**src/rtl/vector_loader.sv**
```systemverilog
// vector_loader: streams (input, weight) byte pairs into two lookup memories
// at auto-incrementing addresses, then pulses done after the requested count.
module vector_loader #(
    parameter int N = 16
) (
    input  logic         clk,
    input  logic         rst_n,
    input  logic         start,
    input  logic [N:0]   len,
    input  logic         s_valid,
    output logic         s_ready,
    input  logic [7:0]   s_in,
    input  logic [7:0]   s_w,
    output logic         mem_we,
    output logic [N-1:0] mem_addr,
    output logic [7:0]   mem_in,
    output logic [7:0]   mem_w,
    output logic         busy,
    output logic         done,
    output logic [N:0]   count
);

    typedef enum logic [1:0] {IDLE, LOAD, DONE} state_t;

    // Registered write port presented to both memories.
    typedef struct packed {
        logic         we;
        logic [N-1:0] addr;
        logic [7:0]   din;
        logic [7:0]   dw;
    } wr_t;

    // Largest load that fits the memories without wrapping the address.
    localparam logic [N:0] MAX_LEN = {1'b1, {N{1'b0}}};

    state_t     state, state_nxt;
    wr_t        wr_q;
    logic [N:0] len_q;
    logic [N:0] len_sat;
    logic       in_load;
    logic       hs;
    logic       last;

    assign in_load = (state == LOAD);
    assign hs      = s_valid & in_load;
    assign last    = hs && (count == len_q - 1'b1);
    assign len_sat = (len > MAX_LEN) ? MAX_LEN : len;

    assign s_ready  = in_load;
    assign mem_we   = wr_q.we;
    assign mem_addr = wr_q.addr;
    assign mem_in   = wr_q.din;
    assign mem_w    = wr_q.dw;

    // State register.
    always_ff @(posedge clk or negedge rst_n) begin
        if (!rst_n) state <= IDLE;
        else        state <= state_nxt;
    end

    // Next-state and status decode; start is only honoured in IDLE.
    always_comb begin
        state_nxt = state;
        busy      = 1'b0;
        done      = 1'b0;
        case (state)
            IDLE: begin
                if (start) state_nxt = (len == '0) ? DONE : LOAD;
            end
            LOAD: begin
                busy = 1'b1;
                if (last) state_nxt = DONE;
            end
            DONE: begin
                busy      = 1'b1;
                done      = 1'b1;
                state_nxt = IDLE;
            end
            default: state_nxt = IDLE;
        endcase
    end

    // Length latch, pair counter and the one-cycle-delayed write port.
    // Address and data hold between writes; only the strobe drops.
    always_ff @(posedge clk or negedge rst_n) begin
        if (!rst_n) begin
            len_q <= '0;
            count <= '0;
            wr_q  <= '0;
        end else begin
            wr_q.we <= hs;
            if (state == IDLE && start) begin
                len_q <= len_sat;
                count <= '0;
            end
            if (hs) begin
                wr_q.addr <= count[N-1:0];
                wr_q.din  <= s_in;
                wr_q.dw   <= s_w;
                count     <= count + 1'b1;
            end
        end
    end

endmodule

```
**config.mk**
```make
export PLATFORM = sky130hd
export DESIGN_NAME = vector_loader
export DESIGN_NICKNAME = d
export VERILOG_FILES = /design/src/rtl/vector_loader.sv
export SDC_FILE = /design/constraint.sdc
export NUM_CORES = 1
export LEC_CHECK = 0
export ABC_CLOCK_PERIOD_IN_PS = 2400
export BUFFER_PORTS_ARGS = -buffer_cell sky130_fd_sc_hd__clkbuf_2
export CAP_MARGIN = 20
export CORE_MARGIN = 2
export CORE_UTILIZATION = 48
export DETAILED_ROUTE_END_ITERATION = 8
export MAX_ROUTING_LAYER = met4
export PLACE_DENSITY = 0.79
export SYNTH_ARGS = -nofsm -noshare
export SYNTH_HDL_FRONTEND = slang
export SYNTH_SLANG_ARGS = --single-unit
```
**constraint.sdc**
```tcl
create_clock -name clk -period 2.4 [get_ports clk]
set_input_delay 0.48 -clock clk [delete_from_list [all_inputs] [get_ports clk]]
set_output_delay 0.48 -clock clk [all_outputs]
set_load 0.005 [all_outputs]
```
==> impl_metrics.yaml <==
worst_setup_path:
  path_buf_inv: 4
  cp_common_cell: "buf_4"
  r2r_slack_ns: -0.13
  r2r-start: "len_q[0]"
  critPathMaxFanout: 4
  slowest_delay_ns: 0.40
  r2r_cells: 11
  r2r-end: "state[0]"
  arrival_ns: 2.75
  critPathKind: "reg -> reg"
  cp_slowest_cell: "dfrtp_1"
  cp_cell_sequence: "buf_4, nor4_2, nand4_1, buf_4, buf_4, nor3_1, xnor2_1, a2111oi_4, nand4_2, buf_4, mux2i_1"
  worstSetupEndpointType: "register"
  required_ns: 2.62
  cp_top_family: "simple AND/OR/NAND/NOR gates"
  start_kind: "register"
power:
  power.leakage_nw: 2.41
  p_per_area_nw_per_um2: 1100
  vdd_drop_max_v: 0.000616
run_status:
  violations: "negative setup slack"
  status: "complete, but fails checks"
cts:
  max-clock-path-buffers: 2
  clk_latency_ns: 0.34
  cts_tree: "yes"
  clkTransAtPathRegs_ns: 0.08
  cts_max_level: 3
  cts_made_buffers: 9
  cts.sinks: 69
  cts-root-buf: "clkbuf_8"
  cts_hold_buffers: 0
synthesis:
  synth_seq_cells: 69
  yosys_warnings: 0
  yosysUniqueCellTypes: 43
  avgSynthCellArea_sq_um: 9.13
  netlist_instances: 379
  synth_area_sq_um: 3460
  synthesis.nets: 421
  synth_edf_count: 0
  synth_ff_type: "dfrtp_1"
  async_reset_ff_share_pct: 100
  yosysSeqAreaShare_pct: 49.9
timing:
  setup_viol: 2
  fin_setup_tns_ns: -0.253
  timing.fmax_mhz: 395
  period_share_pct: 105
  final-hold-violation-count: 0
  setup_ws_ns: -0.132
  rsz0062_at_grt: "true"
  whs_ns: 0.120
  fin_crit_ns: 2.53
  finClkSkew_ns: 0.00964
  slew_viol_final: 0
  relSlewSlack_pct: 61.9
  worst_pin_slew_ns: 0.572
flow_run:
  cap_violations: 0
grt:
  use_met2_pct: 40.0
  antenna_found_initial: 0
  grt_pass1_vias: 3076
  grt.busiest_layer: "met2"
  grtUsageTotal_pct: 25.2
  grt_overflow: 0
  grt_pass1_wl_mm: 14.6
  grt_use_met1_pct: 32.4
  grt_start_max_net_pins: 46
  grt_use_met3_pct: 5.08
detailed_routing:
  drtPass1Iterations: 4
  drt-total-wl_mm: 8.80
  ant_nets: 0
  viasPerCell: 5.25
  wl_per_cell_microns: 14.4
  via_count: 3215
  drc: 0
  initialDrtViolationCount: 151
floorplan:
  dieWidth_microns: 88.9
  io_pins: 90
  start_util_pct: 50.4
  fp.dieH_microns: 88.9
  row_count: 30
  dieArea_sq_um: 7900
  design.core.area_sq_um: 6870
final_layout:
  num_antenna_cells: 0
  drive_above_1_share_pct: 33.5
  fin_util_pct: 66.8
  fin_area_sq_um: 4590
  area_growth_syn_to_layout_pct: 32.5
  layout.nets: 553
placement:
  place.detailed.hpwl_mm: 6.60
  port_buffers: 89
  place_area_sq_um: 4290
  place.gp.congestion: 0.850
worst_hold_path:
  min_path_type: "in -> async"
synthesized netlist by cell type, drive strengths merged, types with 3 or more instances:
cell type / instances / share of area [%]
xor2: 8 / 2.0
nor4: 7 / 1.3
nand3: 13 / 1.9
dfrtp: 69 / 50
nand3b: 3 / 0.65
nand4: 8 / 1.6
a22o: 16 / 4.1
inv: 6 / 0.65
a21oi: 6 / 0.87
nand2: 117 / 13
mux2i: 6 / 1.7
clkbuf: 18 / 2.0
ha: 5 / 1.8
xnor2: 12 / 3.0
o21ai: 23 / 3.3
nor3: 7 / 1.0
buf: 3 / 0.61
o211ai: 4 / 1.0
and3: 3 / 0.54
nor2: 15 / 1.6
nor2b: 3 / 0.54
logic make-up after synthesis:
| kind of cell | count (synthesis) | share of synthesized area [%] |
|---|---|---|
| adders and majority gates | 5 | 1.81 |
| AOI/OAI and AO/OA | 62 | 12.9 |
| muxes | 8 | 2.39 |
| DFF | 69 | 49.9 |
| and+or+nand+nor | 188 | 24.7 |
| xor gates and xnor gates | 20 | 5.06 |
| buffers and inverters | 27 | 3.22 |
cell type report:
cell class / count / area [sq um]
Clock buffer: 13 / 169
Clock inverter: 3 / 42.5
Fill cell: 586 / 2280
Inverter: 6 / 22.5
Multi-Input combinational cell: 283 / 1650
Sequential cell: 69 / 1730
Tap cell: 96 / 120
Timing Repair Buffer: 142 / 856
state kept, by name (all words and copies together) (netlist names):
| signal | count |
|---|---|
| count | 17 |
| len_q | 17 |
| mem_addr | 16 |
| mem_in | 8 |
| mem_w | 8 |
| mem_we | 1 |
| state | 2 |
routing by layer:
metal	vias to the layer above	part of all wire (%)
met5	-	0
met4	0	1.7
met3	11	5.0
met2	98	48
met1	1537	45
li1	1569	-
where the power goes:
part           switching, mW  leakage [nW]  internal, mW
clock                  0.427         0.106         0.564
sequential             0.220         0.920          1.46
combinational           1.16          1.38          1.21
total                   1.81          2.41          3.23
worst max path at each step:
stage | from | endpoint | slack [ns] | cells after the start
floorplan | len_q[2] | state[1] | -0.05 | 8
global placement | len_q[0] | state[1] | -0.10 | 7
detailed placement | len_q[0] | state[1] | -0.18 | 7
CTS | len_q[1] | state[1] | -0.18 | 7
global route | len_q[0] | state[1] | -0.31 | 10
finish | len_q[0] | state[0] | -0.13 | 11
timing repair:
action | in CTS | in global routing
endpoints found under the setup margin | 2 | 2
pin swaps | 7 | 4
buffers inserted | 7 | 1
gates resized for setup | 5 | 1
stage by stage:
| stage | power [mW] | instances | worst slack, ns |
|---|---|---|---|
| after floorplan | 2.99 | 379 | -0.0505 |
| after global placement | 3.85 | 588 | -0.104 |
| after detailed placement | 3.93 | 588 | -0.180 |
| after CTS | 5.04 | 611 | -0.181 |
| after global routing | 5.42 | 612 | -0.312 |
| final | 5.04 | 612 | -0.132 |
placed cells by master (no fill, tap or decap), types with 2 or more instances in the layout:
cell type / synthesis / final
a21oi_1: 6 / 6
a22o_1: 16 / 16
a22oi_1: 2 / 2
a31oi_1: 2 / 2
and2_1: 2 / 2
and3_1: 3 / 3
and4_1: 2 / 2
buf_4: 0 / 52
clkbuf_2: 0 / 88
clkbuf_8: 0 / 12
dfrtp_1: 69 / 69
ha_1: 5 / 4
inv_1: 6 / 6
mux2_2: 2 / 2
mux2i_1: 6 / 6
nand2_1: 117 / 116
nand3_1: 13 / 13
nand3b_1: 3 / 3
nand4_1: 7 / 7
nand4b_1: 2 / 2
nor2_1: 15 / 14
nor2b_1: 3 / 3
nor3_1: 7 / 6
nor4_1: 7 / 6
o211ai_1: 3 / 3
o21a_1: 2 / 2
o21ai_0: 23 / 22
or4_4: 1 / 2
xnor2_1: 12 / 12
xor2_1: 8 / 8
Power figures use the tool's default switching activity.
